$ cat config.mk
export PLATFORM = sky130hd
export DESIGN_NAME = cordic_req_scheduler
export DESIGN_NICKNAME = d
export VERILOG_FILES = /design/src/rtl/cordic_req_scheduler.sv
export SDC_FILE = /design/constraint.sdc
export NUM_CORES = 1
export LEC_CHECK = 0
export CAP_MARGIN = 20
export CORE_AREA = 2 2 89 91
export CTS_CLUSTER_SIZE = 12
export DETAILED_ROUTE_END_ITERATION = 8
export DIE_AREA = 0 0 91 93
export PLACE_DENSITY = 0.92
export SYNTH_ARGS = -nofsm -noshare
export SYNTH_HDL_FRONTEND = slang
export SYNTH_SLANG_ARGS = --single-unit
$ cat constraint.sdc
create_clock -name clk -period 4.7 [get_ports clk]
set_input_delay 1.41 -clock clk [delete_from_list [all_inputs] [get_ports clk]]
set_output_delay 1.41 -clock clk [all_outputs]
set_load 0.05 [all_outputs]
$ cat src/rtl/cordic_req_scheduler.sv
// cordic_req_scheduler: round-robin front end sharing one iterative CORDIC
// sin/cos engine among NUM_REQ clients, one transaction in flight at a time.
// Optional engine watchdog: define CORDIC_SCHED_TIMEOUT_EN.
module cordic_req_scheduler #(
  parameter int unsigned NUM_REQ = 4,
  parameter int unsigned ANGLE_W = 16,
  parameter int unsigned DATA_W  = 16,
  parameter int unsigned TIMEOUT = 64
) (
  input  logic                          clk,
  input  logic                          rst_n,
  input  logic [NUM_REQ-1:0]            req_valid,
  input  logic [NUM_REQ*ANGLE_W-1:0]    req_angle,
  output logic [NUM_REQ-1:0]            req_ready,
  output logic [NUM_REQ-1:0]            rsp_valid,
  input  logic [NUM_REQ-1:0]            rsp_ready,
  output logic [DATA_W-1:0]             rsp_sin,
  output logic [DATA_W-1:0]             rsp_cos,
  output logic                          rsp_err,
  output logic                          eng_start,
  output logic [ANGLE_W-1:0]            eng_angle,
  input  logic                          eng_done,
  input  logic [DATA_W-1:0]             eng_sin,
  input  logic [DATA_W-1:0]             eng_cos,
  output logic                          busy,
  output logic [$clog2(NUM_REQ)-1:0]    grant_id
);

  localparam int unsigned ID_W = $clog2(NUM_REQ);

  typedef enum logic [1:0] {
    ST_IDLE  = 2'd0,
    ST_ISSUE = 2'd1,
    ST_WAIT  = 2'd2,
    ST_RESP  = 2'd3
  } state_e;

  state_e              state_q, state_d;
  logic [ID_W-1:0]     rr_ptr_q, rr_ptr_d;
  logic [ID_W-1:0]     grant_id_q, grant_id_d;
  logic [ANGLE_W-1:0]  angle_q, angle_d;
  logic [DATA_W-1:0]   sin_q, sin_d;
  logic [DATA_W-1:0]   cos_q, cos_d;
  logic [NUM_REQ-1:0]  rsp_valid_q, rsp_valid_d;
  logic                eng_start_q, eng_start_d;
  logic                busy_q, busy_d;

  logic                gnt_found;
  logic [ID_W-1:0]     gnt_idx;
  int unsigned         cand;
  logic [ANGLE_W-1:0]  angle_arr [NUM_REQ];

`ifdef CORDIC_SCHED_TIMEOUT_EN
  logic [7:0]          wait_cnt_q, wait_cnt_d;
  logic                rsp_err_q, rsp_err_d;
  logic                timeout_hit;
`endif

  // Unpack the flat angle bus into one entry per requester
  for (genvar gi = 0; gi < NUM_REQ; gi++) begin : g_angle
    assign angle_arr[gi] = req_angle[gi*ANGLE_W +: ANGLE_W];
  end

  // Round-robin search starting just after the last granted requester
  always_comb begin
    gnt_found = 1'b0;
    gnt_idx   = '0;
    cand      = 0;
    for (int unsigned i = 1; i <= NUM_REQ; i++) begin
      cand = (32'(rr_ptr_q) + i) % NUM_REQ;
      if (!gnt_found && req_valid[ID_W'(cand)]) begin
        gnt_found = 1'b1;
        gnt_idx   = ID_W'(cand);
      end
    end
  end

  // Accept pulse is combinational so the grant lands in the request cycle
  always_comb begin
    req_ready = '0;
    if (state_q == ST_IDLE && gnt_found) begin
      req_ready[gnt_idx] = 1'b1;
    end
  end

  // Next-state and next-output logic
  always_comb begin
    state_d     = state_q;
    rr_ptr_d    = rr_ptr_q;
    grant_id_d  = grant_id_q;
    angle_d     = angle_q;
    sin_d       = sin_q;
    cos_d       = cos_q;
    rsp_valid_d = rsp_valid_q;
`ifdef CORDIC_SCHED_TIMEOUT_EN
    wait_cnt_d  = wait_cnt_q;
    rsp_err_d   = rsp_err_q;
    timeout_hit = (wait_cnt_q == 8'(TIMEOUT - 1));
`endif
    case (state_q)
      ST_IDLE: begin
        if (gnt_found) begin
          state_d    = ST_ISSUE;
          angle_d    = angle_arr[gnt_idx];
          grant_id_d = gnt_idx;
          rr_ptr_d   = gnt_idx;
        end
      end
      ST_ISSUE: begin
        state_d = ST_WAIT;
`ifdef CORDIC_SCHED_TIMEOUT_EN
        wait_cnt_d = '0;
`endif
      end
      ST_WAIT: begin
        if (eng_done) begin
          state_d     = ST_RESP;
          sin_d       = eng_sin;
          cos_d       = eng_cos;
          rsp_valid_d = '0;
          rsp_valid_d[grant_id_q] = 1'b1;
`ifdef CORDIC_SCHED_TIMEOUT_EN
          rsp_err_d   = 1'b0;
        end else if (timeout_hit) begin
          // Engine gave up on: report an error with zeroed data
          state_d     = ST_RESP;
          sin_d       = '0;
          cos_d       = '0;
          rsp_err_d   = 1'b1;
          rsp_valid_d = '0;
          rsp_valid_d[grant_id_q] = 1'b1;
        end else begin
          wait_cnt_d  = wait_cnt_q + 8'd1;
`endif
        end
      end
      ST_RESP: begin
        if (rsp_ready[grant_id_q]) begin
          state_d     = ST_IDLE;
          rsp_valid_d = '0;
        end
      end
      default: state_d = ST_IDLE;
    endcase
    eng_start_d = (state_d == ST_ISSUE);
    busy_d      = (state_d != ST_IDLE);
  end

  // State and registered outputs
  always_ff @(posedge clk or negedge rst_n) begin
    if (!rst_n) begin
      state_q     <= ST_IDLE;
      rr_ptr_q    <= ID_W'(NUM_REQ - 1);
      grant_id_q  <= '0;
      angle_q     <= '0;
      sin_q       <= '0;
      cos_q       <= '0;
      rsp_valid_q <= '0;
      eng_start_q <= 1'b0;
      busy_q      <= 1'b0;
`ifdef CORDIC_SCHED_TIMEOUT_EN
      wait_cnt_q  <= '0;
      rsp_err_q   <= 1'b0;
`endif
    end else begin
      state_q     <= state_d;
      rr_ptr_q    <= rr_ptr_d;
      grant_id_q  <= grant_id_d;
      angle_q     <= angle_d;
      sin_q       <= sin_d;
      cos_q       <= cos_d;
      rsp_valid_q <= rsp_valid_d;
      eng_start_q <= eng_start_d;
      busy_q      <= busy_d;
`ifdef CORDIC_SCHED_TIMEOUT_EN
      wait_cnt_q  <= wait_cnt_d;
      rsp_err_q   <= rsp_err_d;
`endif
    end
  end

  assign rsp_valid = rsp_valid_q;
  assign rsp_sin   = sin_q;
  assign rsp_cos   = cos_q;
  assign eng_start = eng_start_q;
  assign eng_angle = angle_q;
  assign busy      = busy_q;
  assign grant_id  = grant_id_q;
`ifdef CORDIC_SCHED_TIMEOUT_EN
  assign rsp_err   = rsp_err_q;
`else
  assign rsp_err   = 1'b0;
`endif

endmodule

# Word level (Yosys, flattened, before mapping)
# Index checks and enable logic that the tools add are counted.
classes:
  addsub: 4
  order_cmp: 9
  eq_ne: 6
  mux: 33
  n_bitwise: 1
  reduce_logical: 15
op_table:
  columns: ["cell", "count"]
  rows:
  - ["16-bit binary-select mux with 2-bit select", 1]
  - ["16-bit two-way mux", 2]
  - ["2-bit by 3-bit < comparator with 1-bit output (second input constant)", 6]
  - ["2-bit two-way mux", 7]
  - ["4-bit two-way mux", 3]
  - ["1-bit two-way mux", 11]
  - ["1-bit binary-select mux with 2-bit select", 5]
  - ["2-bit one-hot mux with 4 select lines", 1]
  - ["4-bit one-hot mux with 2 select lines", 1]
  - ["1-bit logical AND", 6]
  - ["2-bit by 1-bit adder with 2-bit output (second input constant)", 2]
  - ["2-bit adder (second input constant)", 2]
  - ["1-bit demux with 2-bit select", 2]
  - ["2-bit by 1-bit == test with 1-bit output (second input constant)", 2]
  - ["2-bit == test (second input constant)", 2]
  - ["2-bit by 1-bit >= comparator with 1-bit output (second input constant)", 2]
  - ["2-bit != test (second input constant)", 2]
  - ["2-bit AND reduction", 2]
  - ["2-bit nonzero test", 2]
  - ["3-bit >= comparator (second input constant)", 1]
  - ["1-bit zero test", 3]
  - ["2-bit NOT with 3-bit output", 1]
  - ["3-bit AND reduction", 1]
  - ["2-bit zero test", 1]
word_totals:
  reg_bits: 60
  inputBits: 107

# Logic depth before layout (Yosys ltp)
depth:
  depth_word: 18
  depth_mapped: 7

# Worst setup path after synthesis
# OpenSTA, ideal clock, no wires.
synth_timing:
  kind: "input -> output"
  startpoint: "input port req_valid[3]"
  endpoint: "output port req_ready[2]"
  t_arrival_ns: 3.557
  path_slack_ns: -0.267
  cell_stages: 5
  n_path_buf: 2
  cell_sequence: "nor2b_1 > o21a_1 > buf_6 > buf_2 > nor4_1"
synth_between:
  elab_chain_len: 17
  word_cells_on_any_way: 29
  classes_between: "2 x order compare; 19 x mux; 8 x reduce/logical"
synth_rtl:
  columns: ["item", "line_no", "source"]
  rows:
  - ["start, declared", "12", "input logic [NUM_REQ-1:0] req_valid,"]
  - ["1-bit binary-select mux with 2-bit select", "71", "if (!gnt_found && req_valid[ID_W'(cand)]) begin"]
  - ["1-bit two-way mux (not written as such)", "71", null]
  - ["1-bit two-way mux", "71", null]
  - ["1-bit zero test", "71", null]
  - ["1-bit logical AND", "71", null]
  - ["1-bit two-way mux", "71", null]
  - ["1-bit zero test", "71", null]
  - ["1-bit logical AND", "71", null]
  - ["1-bit two-way mux", "71", null]
  - ["1-bit zero test", "71", null]
  - ["1-bit logical AND", "71", null]
  - ["2-bit two-way mux", "71", null]
  - ["2-bit by 3-bit < comparator with 1-bit output (not written as such) / 2-bit by 1-bit >= comparator with 1-bit output (equally long branches)", "82", "req_ready[gnt_idx] = 1'b1;"]
  - ["1-bit logical AND (not written as such)", "82", null]
  - ["1-bit two-way mux (not written as such)", "82", null]
  - ["1-bit demux with 2-bit select", "82", null]
  - ["4-bit two-way mux *", "81", "if (state_q == ST_IDLE && gnt_found) begin"]
  - ["end, declared", "14", "output logic [NUM_REQ-1:0] req_ready,"]
# Every way passes the cells marked *; elsewhere a longest branch is shown, timed or not. The select of a mux whose other input is x is not followed.

# Worst setup path after layout
layout_timing:
  startpoint: "input port req_valid[3]"
  endpoint: "output port req_ready[3]"
# The elaborated chain is that of the path after synthesis.

==> qor.csv <==
stage;metric;value;unit
run_status;status;finished, final reports clean;
job;maxCapViolCount;0;
placement;place_inst;584;
route;wl_per_cell;15.5;um
placement;portBuffers;166;
clocking;ctsHoldBuffers;0;
cells_and_area;final_cell_mix;161 x clkdlybuf4s50_1, 121 x nand2_1, 58 x dfrtp_1;
cells_and_area;area_growth;65.8;%
power;comb_power_share;60.0;%
power;p_seq_share;25.6;%
placement;place_worst_setup_slack;0.182;ns
floorplanning;initial_utilization;40.4;%
timing;max_freq;220;MHz
timing;slew_headroom;37.8;%
route;dr.pass1.iters;4;
power;leakage;2.25;nW
power;power.switching;0.00173;W
clocking;h-tree-depth;3;
grt;grt_busiest_layer;met2;
placement;dp_hpwl;7420;um
yosys;syn-num-nets;434;
floorplanning;die_y;93;um
floorplanning;num_rows;32;
cells_and_area;fin_cells;600;
worst_setup_path;worstPathArrival;3.13;ns
timing;post-route-period-util;96.5;%
timing;hold_ws;0.474;ns
hold_path;hp-class;reg2reg;
grt;antenna_found_initial;0;
yosys;synth_cell_types;37;
grt;grt_overflow;0;
worst_setup_path;cp-end-kind;output port;
yosys;ys_ff_latch;60;
route;drtAntennaViolNets;0;
yosys;syn_area;3040;sq um
timing;finalWorstSetupSlack;0.163;ns
grt;met2_usage;40.0;%
timing;final_hold_viol_count;0;
clocking;postCtsSetupRepairBufs;0;
power;powerDensity;704;nW/um^2
cells_and_area;utilization;67.1;%
clocking;insertion_delay;0.33;ns
yosys;ys_seq_area_share;49.4;%
clocking;cts_made_buffers;9;
cells_and_area;final_common_cell;clkdlybuf4s50_1;
timing;fin_worst_skew;0.0129;ns
yosys;syn_avg_cell_area;9.31;sq um
worst_setup_path;required;3.29;ns
clocking;root_buffer;clkbuf_8;
timing;tns;0;ns
timing;worst_pin_slew;0.933;ns
cells_and_area;drive_gt1_share;10.4;%
floorplanning;die_x;91;um
clocking;cts_num_sinks;60;
grt;grtUsageMet3;3.95;%
clocking;cts_resized;0;
power;clkPwrFrac;14.5;%
power;internal-power;0.00182;W
power;max-vdd-ir-drop;309;uV
route;drcViolationCount;0;
route;via_per_inst;5.07;
timing;slew_viol_final;0;
timing;finalCriticalPeriod;4.54;ns
grt;grt_max_degree;43;
worst_setup_path;r2r_slack;2.81;ns
grt;use_met1;26.9;%
route;dr_total_vias;3039;
cells_and_area;final_nets;600;
yosys;synthCells;327;
timing;setup_viol;0;
floorplanning;io_pins;168;
floorplanning;coreArea;7530;sq um
clocking;cts_tree;yes;
worst_setup_path;critical_path_class;in2out;
yosys;yosysWarnings;0;
floorplanning;dieArea;8460;sq um
timing;rsz0062_at_grt;no;
power;p_sw_share;48.8;%
worst_setup_path;cp-start-kind;input port;
grt;grt_util_all_layers;22.7;%
route;dr.first_iter.drc_count;97;
grt;grt_pass1_vias;3154;
grt;grt_pass1_wl;15300;um
worst_setup_path;crit_fanout;7;
cells_and_area;diodes;0;
clocking;clkTransAtPathRegs;0.07;ns
route;wl;9320;um
placement;gp_congestion;0.851;
clocking;cts_max_path_buffers;2;
==> final timing paths <==
| check | endpoint | from | cells past startpoint |
|---|---|---|---|
| setup / recovery | req_ready[3] | req_valid[3] | 6 |
| hold / removal | rsp_sin[1] | rsp_sin[1] | 2 |
| setup reg to reg | eng_angle[14] | rr_ptr_q[0] | 5 |
| hold reg to reg | rsp_sin[1] | rsp_sin[1] | 2 |
| max in group asynchronous | rr_ptr_q[0] | rst_n | 2 |
| min in group asynchronous | rsp_cos[3] | rst_n | 1 |
==> registers in the layout, summed over array words and instances (netlist names) <==
name       cells
rsp_valid      4
grant_id       2
eng_start      1
rsp_cos       16
state_q        2
eng_angle     16
busy           1
rsp_sin       16
rr_ptr_q       2
==> final cells by class <==
class	count	area, sq um
Multi-Input combinational cell	243	1430
Tap cell	102	128
Clock inverter	7	98.8
Clock buffer	9	124
Sequential cell	60	1500
Timing Repair Buffer	178	1760
Inverter	1	3.75
Fill cell	658	2480
==> cell families after synthesis <==
kind of cell	Yosys count	share of synthesized area, %
AOI/OAI and AO/OA	64	16.5
and+or+nand+nor	161	24.0
buffers and inverters	24	3.95
muxes	17	6.00
other	1	0.123
DFF	60	49.4
==> Yosys cell counts (all sizes together) <==
library cell    n  area share (%)
nand2         121              15
o31ai           1            0.25
inv             1            0.12
a22o            1            0.29
or3             1            0.21
nor4            2            0.41
buf             8             2.0
nor2            9             1.1
nand3           1            0.16
dfrtp          58              48
a21o            1            0.25
clkbuf         15             1.8
dfstp           2             1.7
conb            1            0.12
o21a            2            0.49
a21oi           4            0.90
or2             2            0.41
o211ai         17             5.8
mux2i          16             5.3
nand2b          3            0.62
nor3            1            0.53
and3            1            0.21
o22a            1            0.29
o31a           16             4.6
o21ai          20             3.3
and2            1            0.21
a32o            1            0.33
nor2b           3            0.62
mux4            1            0.74
and4           16             4.6
==> power groups by stage <==
stage | Sequential, W | Clock (W) | Combinational, W
6_report | 0.000908 | 0.000514 | 0.00213
5_1_grt | 0.000941 | 0.000552 | 0.00226
4_1_cts | 0.000910 | 0.000529 | 0.00214
3_5_place_dp | 0.000918 | 0 | 0.00214
3_3_place_gp | 0.000907 | 0 | 0.00209
2_1_floorplan | 0.00167 | 0 | 0.000633
==> worst max-delay path: stages <==
cell and delay, ns:
clkdlybuf4s50_1 0.56, nor2b_1 0.23, or2_1 0.17, nand3_1 0.24
nor2_1 0.27, buf_4 0.25
==> through the flow <==
stage          cell area [sq um]  power (W)
6_report                    5050    0.00355
5_1_grt                     5050    0.00375
4_1_cts                     5050    0.00358
3_5_place_dp                4830    0.00306
3_3_place_gp                4830    0.00299
2_1_floorplan               3050    0.00231
==> layer usage <==
layer	vias up	part of all wire, %
met5	-	0
met2	107	52
li1	1460	-
met3	21	4.7
met4	0	3.1
met1	1451	40
No activity file was read; power rests on OpenSTA's default activity.
